## src/rtl/cram_arb_pkg.sv

```systemverilog
// Shared widths and enums for the CRAM write-side arbiter.
package cram_arb_pkg;

  localparam int unsigned CRAM_AW = 8;
  localparam int unsigned CRAM_DW = 16;

  typedef enum logic [1:0] {
    GNT_NONE = 2'd0,
    GNT_CPU  = 2'd1,
    GNT_DMA  = 2'd2,
    GNT_FILL = 2'd3
  } gnt_e;

  typedef enum logic {
    FILL_IDLE = 1'b0,
    FILL_RUN  = 1'b1
  } fill_state_e;

endpackage

```

## src/rtl/cram_fill_seq.sv

```systemverilog
// Fill sequencer: walks entries 0..FILL_LAST writing one captured word,
// advancing only when the arbiter grants it.
module cram_fill_seq
  import cram_arb_pkg::*;
#(
  parameter logic [CRAM_AW-1:0] FILL_LAST = 8'hFF
) (
  input  logic               clk,
  input  logic               rst_n,
  input  logic               start,
  input  logic [CRAM_DW-1:0] fill_data,
  input  logic               gnt,
  output logic               req,
  output logic [CRAM_AW-1:0] addr,
  output logic [CRAM_DW-1:0] data,
  output logic               busy
);

  fill_state_e        state;
  logic [CRAM_AW-1:0] fill_ptr;
  logic [CRAM_DW-1:0] fill_word;

  always_ff @(posedge clk or negedge rst_n) begin
    if (!rst_n) begin
      state     <= FILL_IDLE;
      fill_ptr  <= '0;
      fill_word <= '0;
    end else begin
      case (state)
        FILL_IDLE: begin
          if (start) begin
            state     <= FILL_RUN;
            fill_ptr  <= '0;
            fill_word <= fill_data;
          end
        end
        FILL_RUN: begin
          // start is ignored here; a stalled fill resumes at the same pointer
          if (gnt) begin
            fill_ptr <= CRAM_AW'(fill_ptr + 1'b1);
            if (fill_ptr == FILL_LAST) state <= FILL_IDLE;
          end
        end
        default: state <= FILL_IDLE;
      endcase
    end
  end

  assign req  = (state == FILL_RUN);
  assign busy = (state == FILL_RUN);
  assign addr = fill_ptr;
  assign data = fill_word;

endmodule

```

## src/rtl/cram_wr_arb.sv

```systemverilog
// CRAM write-port arbiter: CPU byte assembly, DMA handshake and fill
// sequencer merged by fixed priority onto one registered write port.
module cram_wr_arb
  import cram_arb_pkg::*;
#(
  parameter logic [CRAM_AW-1:0] FILL_LAST = 8'hFF
) (
  input  logic               clk,
  input  logic               rst_n,
  input  logic               blank,
  input  logic               wr_blank_only,
  input  logic               cpu_wr,
  input  logic [8:0]         cpu_addr,
  input  logic [7:0]         cpu_data,
  input  logic               dma_req,
  input  logic [CRAM_AW-1:0] dma_addr,
  input  logic [CRAM_DW-1:0] dma_data,
  output logic               dma_ack,
  input  logic               fill_start,
  input  logic [CRAM_DW-1:0] fill_data,
  output logic               fill_busy,
  output logic               cpu_ovf,
  output logic [CRAM_AW-1:0] cram_addr,
  output logic [CRAM_DW-1:0] cram_data,
  output logic               cram_we
);

  logic [7:0]         lo_byte;
  logic               cpu_pend;
  logic [CRAM_AW-1:0] cpu_slot_addr;
  logic [CRAM_DW-1:0] cpu_slot_data;

  logic               fill_req;
  logic [CRAM_AW-1:0] fill_addr;
  logic [CRAM_DW-1:0] fill_word;

  logic               en;
  gnt_e               gnt;

  cram_fill_seq #(
    .FILL_LAST (FILL_LAST)
  ) u_fill (
    .clk       (clk),
    .rst_n     (rst_n),
    .start     (fill_start),
    .fill_data (fill_data),
    .gnt       (gnt == GNT_FILL),
    .req       (fill_req),
    .addr      (fill_addr),
    .data      (fill_word),
    .busy      (fill_busy)
  );

  assign en = !wr_blank_only || blank;

  // Fixed priority CPU > DMA > fill, at most one grant per cycle
  always_comb begin
    gnt = GNT_NONE;
    if (en) begin
      if (cpu_pend)      gnt = GNT_CPU;
      else if (dma_req)  gnt = GNT_DMA;
      else if (fill_req) gnt = GNT_FILL;
    end
  end

  // CPU byte assembly; a load coinciding with the slot's grant is not an overflow
  always_ff @(posedge clk or negedge rst_n) begin
    if (!rst_n) begin
      lo_byte       <= '0;
      cpu_pend      <= 1'b0;
      cpu_slot_addr <= '0;
      cpu_slot_data <= '0;
      cpu_ovf       <= 1'b0;
    end else begin
      if (cpu_wr && !cpu_addr[0]) begin
        lo_byte <= cpu_data;
      end
      if (cpu_wr && cpu_addr[0]) begin
        cpu_slot_addr <= cpu_addr[8:1];
        cpu_slot_data <= {cpu_data, lo_byte};
        cpu_pend      <= 1'b1;
        if (cpu_pend && gnt != GNT_CPU) cpu_ovf <= 1'b1;
      end else if (gnt == GNT_CPU) begin
        cpu_pend <= 1'b0;
      end
    end
  end

  always_ff @(posedge clk or negedge rst_n) begin
    if (!rst_n) begin
      cram_we   <= 1'b0;
      dma_ack   <= 1'b0;
      cram_addr <= '0;
      cram_data <= '0;
    end else begin
      cram_we <= (gnt != GNT_NONE);
      dma_ack <= (gnt == GNT_DMA);
      case (gnt)
        GNT_CPU: begin
          cram_addr <= cpu_slot_addr;
          cram_data <= cpu_slot_data;
        end
        GNT_DMA: begin
          cram_addr <= dma_addr;
          cram_data <= dma_data;
        end
        GNT_FILL: begin
          cram_addr <= fill_addr;
          cram_data <= fill_word;
        end
        default: ;
      endcase
    end
  end

endmodule

```

## config.mk

```make
export PLATFORM = sky130hd
export DESIGN_NAME = cram_wr_arb
export DESIGN_NICKNAME = d
export VERILOG_FILES = /design/src/rtl/cram_arb_pkg.sv /design/src/rtl/cram_fill_seq.sv /design/src/rtl/cram_wr_arb.sv
export SDC_FILE = /design/constraint.sdc
export NUM_CORES = 1
export LEC_CHECK = 0
export CORE_MARGIN = 5
export CORE_UTILIZATION = 44
export DETAILED_ROUTE_END_ITERATION = 10
export GPL_TIMING_DRIVEN = 0
export PLACE_DENSITY = 0.77
export SLEW_MARGIN = 5
export SYNTH_ARGS = -nofsm -noshare
export SYNTH_HDL_FRONTEND = slang
export SYNTH_SLANG_ARGS = --single-unit
```

## constraint.sdc

```tcl
create_clock -name clk -period 1.6 [get_ports clk]
set_clock_uncertainty 0.15 [all_clocks]
set_input_delay 0.32 -clock clk [delete_from_list [all_inputs] [get_ports clk]]
set_output_delay 0.32 -clock clk [all_outputs]
set_load 0.01 [all_outputs]
```

* Word level (Yosys, flattened, before mapping)
Index checks and enable logic that the tools add are counted.
Word-level totals: register bits 85, word-level logic and storage cells 48, input port bits 64, output and inout port bits 28
Operators by class: muxes and demuxes 15, equality and inequality tests 7, bitwise gates (word level) 1, add/sub/neg operators 1, reduce and logical (&&, ||, !) cells 12
Operators by type and width (number):
- 16-bit one-hot mux with 3 select lines | 1
- 8-bit one-hot mux with 3 select lines | 1
- 8-bit 2-to-1 mux | 2
- 8-bit one-hot mux with 2 select lines | 1
- 8-bit by 1-bit adder with 8-bit output, second input constant | 1
- 8-bit == test, second input constant | 1
- 2-bit 2-to-1 mux | 4
- 2-bit AND reduction | 3
- 1-bit 2-to-1 mux | 5
- 2-bit == test, second input constant | 2
- 2-bit by 1-bit != test with 1-bit output, second input constant | 2
- 2-bit nonzero test | 2
- 1-bit logical AND | 3
- 3-bit nonzero test | 1
- 2-bit by 1-bit == test with 1-bit output, second input constant | 1
- 1-bit zero test | 2
- 2-bit != test, second input constant | 1
- 1-bit one-hot mux with 2 select lines | 1
- 1-bit logical OR | 1
- 1-bit inverter | 1

* Depth between registers and ports, before layout
depth after elaboration 7, mapped depth 7, gate-level depth less buffers 4

* By module
From an unflattened synthesis, not the netlist that was laid out.
Unflattened totals: cells, all modules 335, area total of the unflattened synthesis 3829.9 sq um
By module, submodules not included:
- cram_wr_arb | cells an instance 221, area an instance 2748.9 sq um, times used 1
- cram_fill_seq | cells an instance 114, area an instance 1081.0 sq um, times used 1

* Worst setup path after synthesis
OpenSTA, ideal clock, no wires.
path type input -> register, start point input wr_blank_only, end point register cram_addr[0], arrival 1388 ps, stages 7, required time 1324 ps, path slack -63 ps, cells stage by stage nor2b_4 -> buf_6 -> or3b_1 -> clkbuf_1 -> buf_2 -> o22ai_1 -> a21oi_1
Between the ends: longest elaborated chain between the ends 5, elaborated cells between the ends (all ways) 8, those cells by class eq/ne: 3; mux: 2; reduce/logical: 3
Ends and longest elaborated chain:
- from (decl) | RTL line cram_wr_arb.sv:11 | input logic wr_blank_only,
- 1-bit zero test * | RTL line cram_wr_arb.sv:54 | assign en = !wr_blank_only || blank;
- 1-bit logical OR * | RTL line cram_wr_arb.sv:54
- 2-bit 2-to-1 mux * | RTL line cram_wr_arb.sv:59 | if (en) begin
- 2-bit == test / 2-bit by 1-bit == test with 1-bit output (equally long branches) | RTL line cram_wr_arb.sv:98 | case (gnt)
- 8-bit one-hot mux with 3 select lines / 3-bit nonzero test (equally long branches)
- to (signal assigned) | RTL line cram_wr_arb.sv:100 | cram_addr <= cpu_slot_addr;
- to (signal assigned) | RTL line cram_wr_arb.sv:104 | cram_addr <= dma_addr;
- to (signal assigned) | RTL line cram_wr_arb.sv:108 | cram_addr <= fill_addr;
- to (decl) | RTL line cram_wr_arb.sv:23 | output logic [CRAM_AW-1:0] cram_addr,
Mark *: on every way between the ends. The rest lies on a longest branch, timed or not. A chain may end at the register's enable or synchronous reset.

* Worst setup path after layout
start point register u_fill.state (netlist: u_fill.busy), end point register cram_addr[0]
Between the ends: longest elaborated chain between the ends 6, elaborated cells between the ends (all ways) 9, those cells by class eq/ne: 3; mux: 5; reduce/logical: 1
Ends and longest elaborated chain:
- from (decl) | RTL line cram_fill_seq.sv:19 | fill_state_e state;
- from (signal assigned) | RTL line cram_fill_seq.sv:25 | state <= FILL_IDLE;
- from (signal assigned) | RTL line cram_fill_seq.sv:32 | state <= FILL_RUN;
- from (signal assigned) | RTL line cram_fill_seq.sv:41 | if (fill_ptr == FILL_LAST) state <= FILL_IDLE;
- 2-bit 2-to-1 mux * | RTL line cram_wr_arb.sv:62 | else if (fill_req) gnt = GNT_FILL;
- 2-bit 2-to-1 mux * | RTL line cram_wr_arb.sv:61 | else if (dma_req) gnt = GNT_DMA;
- 2-bit 2-to-1 mux * | RTL line cram_wr_arb.sv:60 | if (cpu_pend) gnt = GNT_CPU;
- 2-bit 2-to-1 mux * | RTL line cram_wr_arb.sv:59
- 2-bit == test / 2-bit by 1-bit == test with 1-bit output (equally long branches) | RTL line cram_wr_arb.sv:98
- 8-bit one-hot mux with 3 select lines / 3-bit nonzero test (equally long branches)
Marks and branches as above.

==> impl_results.md <==
- Library cells used by synthesis: 32
- Failing checks: negative setup slack
- Placement Rows: 33
- Sequential share of power: 47.3%
- Core footprint: 0.00826 mm2
- Routed wire length: 11200 um
- MaxCap Viol Count: 0
- Post-synth ARST share: 100%
- Die Width: 102 um
- WP data required: 1.71 ns
- Clock power share: 29.9%
- IO Pins: 92
- Antenna Nets Post-Route: 0
- CTS clk-pin slew, worst paths: 0.09 ns
- Design area: 0.00553 mm2
- Endpoints failing setup: 21
- Total grt overflow: 0
- Placed cells: 558
- Final period utilization: 104%
- Initial DRT Pass Iterations: 5
- Post-Layout Cell Count: 585
- Crit path time final: 1.66 ns
- DR vias/cell: 5.44
- Synth Warn #: 0
- Top fanout value on the critical path: 5
- Vias: 3185
- Slew Viols, Final: 0
- Wirelength per Cell: 19.1 um
- Largest net degree at the start of global routing: 64
- Psw: 1740 uW
- IO Port Bufs: 91
- Fin. Hold Viols: 0
- Total GRT Usage: 21.7%
- Status: complete, but fails checks
- Hold Slack: 0.239 ns
- Reg2reg start: u_fill.busy
- DRC Markers: 0
- R2r endpoint: cram_addr[0]
- First-pass GRT wire length: 17000 um
- Unrepaired setup endpoints after global routing: yes
- Setup WS post-layout: -0.0560 ns
- Syn-to-layout area delta: 47.7%
- Register Area: 0.00213 mm2
- Mapped Avg Cell Area: 10.4 um2
- CTS buffer count: 9
- WP data arrival: 1.77 ns
- Final #Nets: 540
- Max IR drop VDD: 0.508 mV
- Design Power: 5920 uW
- HPWL after DPL: 7410 um
- Worst setup path class: flip-flop to flip-flop
- Clk sink count: 85
- CTS tree: built
- Post-Synthesis Cells: 361
- Routability cong.: 0.809
- Initial Utilization: 45.3%
- Cells on worst reg2reg path: 5
- Net Count, Synth: 426
- Switching Share: 29.5%
- Post-synth top area share: 56.8%
- Slew HR: 68.9%
- Die area: 0.0105 mm2
- Fmax: 604 MHz
- Area of the multi-input gates: 0.00176 mm2
- Internal power: 4170 uW
- Clk buf depth: 2
- Sequential-to-total area share from yosys stat: 56.8%
- Vias in the first global route: 3232
- Initial antenna violation count: 0
- P_leak: 0.00251 uW
- Setup crit start kind: flip-flop
- Pwr/cell area: 1070 mW/mm2
- Die Height: 102 um
- Synth Flop Type: dfrtp_1
- FILL cells: 633
- Synth top area cells: dfrtp_1, mux2_2, nand2_1
- Synth Register Bits: 85
- Share of cells above drive strength 1: 27.7%
- Gate power share: 22.8%
- Clock Latency Late Sink: 0.36 ns
- ANT cells: 0
- Post-Syn Area: 0.00374 mm2
- Placement Cell Area: 0.00483 mm2
- Worst reg2reg setup slack: -0.06 ns
- Initial DRC Count: 171
- Worst-margin pin slew: 0.466 ns
- Crit. End Element: flip-flop
- H-tree levels: 3
- Clock Tree Root: clkbuf_8
- Number of synthesized flops with an enable pin: 0
- Min-delay worst type: primary input to asynchronous set/reset pin
- Largest area contributor in the netlist: dfrtp_1
==> routing by layer <==
layer / share of wire (%) / up-vias / GRT usage, %
li1: - / 1462 / -
met1: 43 / 1562 / 29.7
met2: 48 / 139 / 33.8
met3: 7.0 / 22 / 3.96
met4: 2.2 / 0 / 9.49
met5: 0 / - / 0
==> state kept, by name, summed over array words and instances, names as in the netlist <==
signal,count
dma_ack,1
cpu_slot_addr,8
u_fill.busy,1
lo_byte,8
u_fill.data,16
u_fill.addr,8
cpu_slot_data,16
cram_we,1
cram_addr,8
cram_data,16
cpu_ovf,1
cpu_pend,1
==> through the flow <==
step           setup TNS [ns]  setup slack (ns)  utilization [%]
2_1_floorplan          -0.384           -0.0503                -
3_3_place_gp          -288.16             -2.87             58.1
3_5_place_dp           -45.42            -0.725             58.4
4_1_cts                -0.600           -0.0723             65.4
5_1_grt                 -1.50           -0.0921             66.9
6_report               -0.648           -0.0560             66.9
==> what timing repair did <==
item | in CTS | in global routing
hold endpoints to repair | 22 | 0
resized for setup | 97 | 32
gates cloned | 2 | 0
hold buffers | 1 | 0
pin swaps | 17 | 10
setup endpoints to repair | 106 | 42
setup buffers | 8 | 4
==> power groups by stage <==
stage / registers, uW / logic, uW / clock network (uW)
floorplan: 2780 / 549 / 0
global placement: 2790 / 1160 / 0
detailed placement: 2800 / 1210 / 0
CTS: 2770 / 1280 / 1760
global route: 2830 / 1460 / 1850
finish: 2800 / 1350 / 1770
==> layout by cell type, fill, tap and decap left out, types with 2 or more instances in the layout <==
master / count
a21oi_1: 25
a21oi_2: 13
a221oi_1: 2
a221oi_2: 3
a221oi_4: 2
a222oi_1: 3
a22o_1: 2
and3_1: 3
buf_16: 2
buf_2: 5
buf_4: 7
buf_6: 8
buf_8: 2
bufinv_16: 2
clkbuf_2: 4
clkbuf_4: 4
clkbuf_8: 12
clkdlybuf4s50_1: 59
dfrtp_1: 82
dfrtp_2: 3
dlygate4sd2_1: 31
inv_1: 14
inv_6: 2
mux2_2: 33
mux2i_1: 4
mux2i_2: 2
nand2_1: 77
nand2b_1: 9
nor2_1: 27
nor2_4: 2
nor2b_1: 3
o22ai_2: 6
o22ai_4: 8
==> cell families after synthesis <==
group / synth area share (%)
flip-flops: 56.8
AND/OR/NAND/NOR: 15.8
buffers and inverters: 4.31
multiplexers: 11.8
AO/OA/AOI/OAI: 10.9
adder cells (fa/ha/maj): 0.334
==> area by class of cell <==
type                            count  share of cell area [%]
Sequential cell                    85                    38.5
Multi-Input combinational cell    239                    31.8
Timing Repair Buffer              105                    18.9
Buffer                             21                    3.19
Clock buffer                       10                    2.49
Tap cell                          105                    2.38
Clock inverter                      6                    1.70
Inverter                           14                   0.951
==> synth_stat cells (all sizes together), types with 4 or more instances <==
cell type and count:
dfrtp 85, nand2 78, a21oi 38, mux2 34
nor2 29, clkbuf 14, inv 14, o22ai 14
buf 9, nand2b 9, a221oi 7, mux2i 6
nor2b 4
==> critical path, cell delays in order, from the launching register on <==
cell and delay [ns]:
dfrtp_2 0.41, buf_6 0.13, or3b_4 0.44, buf_16 0.17, o22ai_4 0.17, a21oi_2 0.07
==> worst max path at each step <==
stage | start | to | slack [ns] | depth (start not counted)
3_5_place_dp | blank | cram_addr[0] | -0.72 | 8
2_1_floorplan | wr_blank_only | u_fill.addr[2] | -0.05 | 5
3_3_place_gp | rst_n | lo_byte[3] | -2.87 | 1
6_report | u_fill.busy | cram_addr[0] | -0.06 | 5
4_1_cts | u_fill.busy | cram_addr[0] | -0.07 | 5
5_1_grt | u_fill.busy | cram_data[10] | -0.09 | 5
(Power assumes the default switching activity.)
